File: config.mk
export PLATFORM = sky130hd
export DESIGN_NAME = ldm_stm_seq
export DESIGN_NICKNAME = d
export VERILOG_FILES = /design/src/rtl/ldm_stm_seq.sv
export SDC_FILE = /design/constraint.sdc
export NUM_CORES = 1
export LEC_CHECK = 0
export ABC_AREA = 1
export BUFFER_PORTS_ARGS = -buffer_cell sky130_fd_sc_hd__buf_2
export CAP_MARGIN = 20
export CELL_PAD_IN_SITES_DETAIL_PLACEMENT = 1
export CELL_PAD_IN_SITES_GLOBAL_PLACEMENT = 2
export CORE_MARGIN = 5
export CORE_UTILIZATION = 27
export DETAILED_ROUTE_END_ITERATION = 16
export PLACE_DENSITY_LB_ADDON = 0.1
export SLEW_MARGIN = 20
export SYNTH_ARGS = -nofsm -noshare
export SYNTH_HDL_FRONTEND = slang
export SYNTH_SLANG_ARGS = --single-unit
File: constraint.sdc
create_clock -name clk -period 5.4 [get_ports clk]
set_clock_uncertainty 0.15 [all_clocks]
set_input_delay 1.08 -clock clk [delete_from_list [all_inputs] [get_ports clk]]
set_output_delay 1.08 -clock clk [all_outputs]
set_load 0.05 [all_outputs]
File: src/rtl/ldm_stm_seq.sv
// LDM/STM multi-register transfer sequencer: walks the register list, issues one
// word transfer per listed register, then optionally writes back the base.
module ldm_stm_seq #(
  parameter int AW = 32,
  parameter int DW = 32
) (
  input  logic          clk,
  input  logic          reset_n,
  input  logic          start,
  input  logic [15:0]   reglist,
  input  logic [3:0]    rn,
  input  logic [AW-1:0] base,
  input  logic          p_bit,
  input  logic          u_bit,
  input  logic          w_bit,
  input  logic          l_bit,
  output logic          busy,
  output logic          done,
  output logic [3:0]    rf_ra2,
  input  logic [DW-1:0] rf_rd2,
  output logic          rf_we3,
  output logic [3:0]    rf_wa3,
  output logic [DW-1:0] rf_wd3,
  output logic          pc_we,
  output logic [DW-1:0] pc_wd,
  output logic          mem_req,
  output logic          mem_write,
  output logic [AW-1:0] mem_addr,
  output logic [DW-1:0] mem_wdata,
  input  logic [DW-1:0] mem_rdata,
  input  logic          mem_ready
);

  typedef enum logic [2:0] {IDLE, CALC, XFER, WB, DONE} state_t;

  state_t        state, state_nxt;
  logic [15:0]   list_q, mask_q, mask_clr;
  logic [3:0]    rn_q, cur;
  logic [AW-1:0] base_q, addr_q, wbv_q, span;
  logic          p_q, u_q, w_q, l_q;
  logic [4:0]    n;

  always_comb begin
    n = '0;
    for (int i = 0; i < 16; i++) n = n + 5'(list_q[i]);
  end

  assign span = AW'({n, 2'b00});

  // Descending scan so the lowest set bit wins.
  always_comb begin
    cur = '0;
    for (int i = 15; i >= 0; i--) if (mask_q[i]) cur = 4'(i);
  end

  assign mask_clr = mask_q & ~(16'd1 << cur);

  always_ff @(posedge clk or negedge reset_n) begin
    if (!reset_n) begin
      state  <= IDLE;
      list_q <= '0;
      mask_q <= '0;
      rn_q   <= '0;
      base_q <= '0;
      addr_q <= '0;
      wbv_q  <= '0;
      p_q    <= 1'b0;
      u_q    <= 1'b0;
      w_q    <= 1'b0;
      l_q    <= 1'b0;
    end else begin
      state <= state_nxt;
      case (state)
        IDLE: if (start) begin
          list_q <= reglist;
          rn_q   <= rn;
          base_q <= base;
          p_q    <= p_bit;
          u_q    <= u_bit;
          w_q    <= w_bit;
          l_q    <= l_bit;
        end
        CALC: begin
          mask_q <= list_q;
          // Descending modes start low so transfers always climb in address.
          case ({p_q, u_q})
            2'b01:   addr_q <= base_q;
            2'b11:   addr_q <= base_q + AW'(4);
            2'b00:   addr_q <= base_q - span + AW'(4);
            default: addr_q <= base_q - span;
          endcase
          wbv_q <= u_q ? base_q + span : base_q - span;
        end
        XFER: if (mem_ready) begin
          mask_q <= mask_clr;
          addr_q <= addr_q + AW'(4);
        end
        default: ;
      endcase
    end
  end

  always_comb begin
    state_nxt = state;
    mem_req   = 1'b0;
    rf_we3    = 1'b0;
    rf_wa3    = cur;
    rf_wd3    = mem_rdata;
    pc_we     = 1'b0;
    done      = 1'b0;
    case (state)
      IDLE: if (start) state_nxt = CALC;
      CALC: begin
        if (n != 5'd0)  state_nxt = XFER;
        else if (w_q)   state_nxt = WB;
        else            state_nxt = DONE;
      end
      XFER: begin
        mem_req = 1'b1;
        if (mem_ready) begin
          if (l_q) begin
            if (cur == 4'd15) pc_we  = 1'b1;
            else              rf_we3 = 1'b1;
          end
          // A loaded base overrides the writeback.
          if (mask_clr == 16'd0)
            state_nxt = (w_q && !(l_q && list_q[rn_q])) ? WB : DONE;
        end
      end
      WB: begin
        rf_we3    = 1'b1;
        rf_wa3    = rn_q;
        rf_wd3    = DW'(wbv_q);
        state_nxt = DONE;
      end
      DONE: begin
        done      = 1'b1;
        state_nxt = IDLE;
      end
      default: state_nxt = IDLE;
    endcase
  end

  assign busy      = (state != IDLE);
  assign mem_write = ~l_q;
  assign mem_addr  = addr_q;
  assign rf_ra2    = cur;
  assign mem_wdata = rf_rd2;
  assign pc_wd     = mem_rdata;

endmodule

# Word-level counts from Yosys, hierarchy flattened

Cells that the tools add are included.

Logic and storage cells: 101
Bits in registers: 139
Input port bits: 124

Multiplexer cells: 43
Reduce and logical (&&, ||, !) cells: 12
$lt $le $gt $ge: 1
Shift operators: 1
Equality and inequality tests: 10
$add $sub $neg: 20
Bitwise operators: 3

Operators by type and width:

| cell                    | count |
|---|---|
| $add A32 B3 Y32 const B | 3 |
| $mux W32                | 3 |
| $pmux W32 S3            | 1 |
| $mux W4                 | 17 |
| $pmux W32 S2            | 1 |
| $add A5 B1 Y5           | 11 |
| $add A32 B7 Y32         | 1 |
| $pmux W16 S2            | 1 |
| $sub A32 B7 Y32         | 1 |
| $mux W3                 | 6 |
| $and A16 B16 Y16        | 1 |
| $logic_not A16 Y1       | 1 |
| $mux W16                | 1 |
| $not A16 Y16            | 1 |
| $shl A1 B4 Y16 const A  | 1 |
| $pmux W3 S4             | 1 |
| $mux W1                 | 10 |
| $eq A3 B2 Y1 const B    | 2 |
| $ne A2 B2 Y1 const B    | 3 |
| $add A4 B1 Y5           | 1 |
| $lt A4 B5 Y1 const B    | 1 |
| $reduce_bool A5 Y1      | 1 |
| $add A3 B1 Y4           | 1 |
| $bmux W1 S4             | 1 |
| 17 further kinds        | 19 |

# Longest topological paths before layout

Depth after elaboration: 23
Mapped depth: 36

# Worst setup path after synthesis

No wires, ideal clock.

Path type: flip-flop to flip-flop
From: register list_q[11]
To: register addr_q[17] (netlist: mem_addr[17])
Path slack: -265 ps
Library setup time: 121 ps
Cell stages (with the launch flop): 31
Clock period less this slack: 5665 ps
Data arrival time: 5393 ps
Path through: dfrtp_1 > fa_1 > inv_1 > fa_1 > inv_1 > fa_1 > inv_1 > fa_1 > inv_1 > ha_1 > inv_1 > fa_1 > fa_1 > xor2_1 > or2_1 > o21ai_1 > nand2_1 > nor2_1 > nand2_1 > nor2_2 > nand2_1 > nor2_2 > nand3_2 > clkinv_1 > nand3_1 > nand2_1 > o21ai_0 > o21ai_0 > nand2_1 > nand2_1 > a21oi_1

Cells in the longest elaborated chain, start to end: 9

Ends and longest elaborated chain:

| what                           | line   | source |
|---|---|---|
| from (decl)                    | 37     | `logic [15:0] list_q, mask_q, mask_clr;` |
| from (signal assigned)         | 75     | `list_q <= reglist;` |
| $add A5 B1 Y5 (*) (5 in a row) | 45     | `for (int i = 0; i < 16; i++) n = n + 5'(list_q[i]);` |
| $sub A32 B7 Y32 (*)            | 89, 90 |  |
| $add A32 B3 Y32                | 89     | `2'b00: addr_q <= base_q - span + AW'(4);` |
| $pmux W32 S3 (*)               | 86     | `case ({p_q, u_q})` |
| $pmux W32 S2 (*)               | 73     | `case (state)` |
| to (signal assigned)           | 87     | `2'b01: addr_q <= base_q;` |
| to (signal assigned)           | 89     |  |
| to (signal assigned)           | 90     | `default: addr_q <= base_q - span;` |
| to (decl)                      | 39     | `logic [AW-1:0] base_q, addr_q, wbv_q, span;` |

Every way passes the cells marked *; elsewhere a longest branch is shown, timed or not.
A chain may end at the register's enable or synchronous reset.

# Worst setup path in the final report

From: register list_q[11]
To: register wbv_q[30]

Cells in the longest elaborated chain, start to end: 7
Elaborated cells between the ends (all ways): 8

Ends and longest elaborated chain:

| what                                               | line | source |
|---|---|---|
| $add A5 B1 Y5 (*) (5 in a row)                     | 45   |  |
| $sub A32 B7 Y32 or $add A32 B7 Y32 (tied branches) | 92   | `wbv_q <= u_q ? base_q + span : base_q - span;` |
| $mux W32 (*)                                       | 92   |  |
| to (signal assigned)                               | 92   |  |
| to (decl)                                          | 39   |  |

Marks and branches as above.

==> flow_metrics.tcl <==
set metrics [dict create \
    run_status "complete, but fails checks" \
    failed_checks "negative setup slack" \
    viasPerCell 4.85 \
    synth_top_area_share_pct 28.9 \
    setup_tns_ps -24690 \
    hold_viol_final 0 \
    clock.fmax_ghz 0.164 \
    setup_ws_ps -684 \
    yosys_warnings 0 \
    routed_wl_um 54200 \
    crit_type "reg2reg" \
    synthTopCellsByCount "389 x nand2_1, 208 x inv_1, 197 x nor2_1" \
    syn_area_um2 12100 \
    syn_nets 1971 \
    stdcell_area_um2 16300 \
    critPathSlowestCell "fa_1" \
    die_h_um 221 \
    rsz0062_at_grt "true" \
    async_flop_share_pct 100 \
    slew-limit-headroom_pct 34.6 \
    cpLargestDelayFamily "adder cells" \
    synthMostInstantiatedCell "nand2_1" \
    yosysTopAreaCell "dfrtp_1" \
    clk_latency_ps 490 \
    syn_to_final_growth_pct 35.5 \
    gp_congestion 0.866 \
    ys_ff_latch 139 \
    initial_utilization_pct 27.3 \
    finalSetupViolCount 50 \
    hold_class "reg2reg" \
    final_cells 2719 \
    antenna_left 0 \
    io_pins 266 \
    cts-htree-levels 4 \
    critPathRequiredTime_ps 5660 \
    dominantRegCellSynth "dfrtp_1" \
    layout_min_cycle_time_ps 6080 \
    rows 77 \
    dp.cells 2636 \
    cts_buffer_depth 2 \
    diodes 0 \
    worstPathMaxFanout 3 \
    antenna_found_initial 0 \
    die_w_um 221 \
    crit_buf_inv 9 \
    drv_cap 0 \
    grt_pass1_wl_um 82600 \
    critPathCaptureType "flip-flop" \
    worst_slew_pin_slew_ps 980 \
    post-route-period-util_pct 113 \
    dr.first_iter.drc_count 638 \
    tritoncts "built" \
    synth.distinct_cells 60 \
    ys_seq_area_share_pct 28.9 \
    cp-start-kind "flip-flop" \
    first_pass_iters 5 \
    root_buffer "clkbuf_16" \
    core_um2 44200 \
    dp_slack_ps -783 \
    dpl.hpwl_um 42300 \
    syn-mean-instance-area_um2 6.65 \
    synth_area_leaders "dfrtp_1 29%, nand2_1 12%, inv_1 6.5%" \
    drive_gt1_share_pct 34.8 \
    syn_inst 1814 \
    dpl-instance-area_um2 14500 \
    clkSlewWorstSetupHoldPaths_ps 70 \
    drc_errors 0 \
    arrival_ps 6340 \
    synth-edff-count 0 \
    grt_max_degree 80 \
    hold_buffers 0 \
    worst_path_largest_cell_delay_ps 540 \
    first_global_vias 13900 \
    grt_overflow_total 0 \
    clock_sinks 139 \
    portBuffers 201 \
    vias 13200 \
    wire_per_inst_um 19.9 \
    fin_nets 2272 \
    numCtsBuffers 17 \
    finalMaxSlewViolations 0 \
    grt_usage_pct 21.7 \
    dieArea_um2 49000 \
]
[sequential cells by signal (all words and copies together), names as in the netlist]
register  cells
mem_addr     32
p_q           1
list_q       16
l_q           1
rn_q          4
w_q           1
mask_q       16
u_q           1
state         3
wbv_q        32
base_q       32
[path summary, 6_finish.rpt]
| path | from | end | slack [ps] | depth (start not counted) |
|---|---|---|---|---|
| worst max-delay path | list_q[11] | wbv_q[30] | -680 | 30 |
| worst min-delay path | wbv_q[2] | wbv_q[2] | 340 | 2 |
| worst max register to register | list_q[11] | wbv_q[30] | -680 | 30 |
| worst min register to register | wbv_q[2] | wbv_q[2] | 340 | 2 |
| max in group asynchronous | reset_n | mem_addr[28] | 3760 | 2 |
| min in group asynchronous | reset_n | wbv_q[0] | 400 | 1 |
[metrics by stage]
stage	utilization (%)	hold WS, ps
finish	36.9	340
global route	36.9	371
CTS	35.8	341
detailed placement	32.8	322
global placement	32.8	311
floorplan	-	300
[layout by cell type, fill, tap and decap left out, drive strengths merged, types with 2 or more instances in the layout]
| master | n |
|---|---|
| clkinv | 9 |
| nand3b | 3 |
| a22oi | 3 |
| o22ai | 13 |
| nand3 | 119 |
| nor3 | 32 |
| nor4 | 6 |
| fa | 12 |
| and2 | 2 |
| o221ai | 2 |
| mux2 | 13 |
| nand4 | 27 |
| or2 | 7 |
| o211ai | 31 |
| o21bai | 6 |
| buf | 420 |
| clkbuf | 18 |
| bufinv | 4 |
| a21boi | 4 |
| nand2 | 414 |
| o21a | 2 |
| xor2 | 27 |
| inv | 229 |
| o21ai | 163 |
| a31oi | 18 |
| clkinvlp | 3 |
| dfrtp | 139 |
| a221o | 2 |
| a21oi | 146 |
| ha | 21 |
| o22a | 2 |
| nor2 | 221 |
| xnor2 | 3 |
[cells by family after synthesis]
family | Yosys count | share of synthesized area (%)
compound gates | 396 | 19.0
buf+inv | 370 | 13.6
flops | 139 | 28.9
simple gates | 833 | 30.8
xor+xnor | 30 | 2.37
fa+ha+maj | 33 | 4.17
mux | 13 | 1.21
[layer usage]
layer | part of all wire, % | track usage, %
met1 | 42 | 25.7
met2 | 52 | 39.5
met3 | 2.3 | 3.47
met4 | 2.9 | 7.96
met5 | 0 | 0
[timing repair]
| action | CTS | global route |
|---|---|---|
| buffers inserted | 42 | 16 |
| resized for setup | 123 | 119 |
| setup endpoints to repair | 47 | 55 |
| pin swaps | 63 | 61 |
[worst register-to-register path: cells and delay by family, from the launching register on]
| family | cells | cell delay, ps |
|---|---|---|
| AOI/OAI and AO/OA | 3 | 390 |
| xor gates and xnor gates | 2 | 350 |
| adders and majority gates | 7 | 2790 |
| buffers and inverters | 9 | 740 |
| DFF | 1 | 400 |
| and+or+nand+nor | 9 | 1190 |
[cell type report]
type	instances	area [um^2]
clock inverter	13	194
tap	592	741
multi-input combinational	1305	7810
sequential	139	3480
timing repair buffer	420	2790
inverter	232	893
clock buffer	18	429
fill	5597	27900
Power is left out: the tool's default activity adds up to more than one toggle a clock period on the data nets, which glitch-free logic cannot reach.
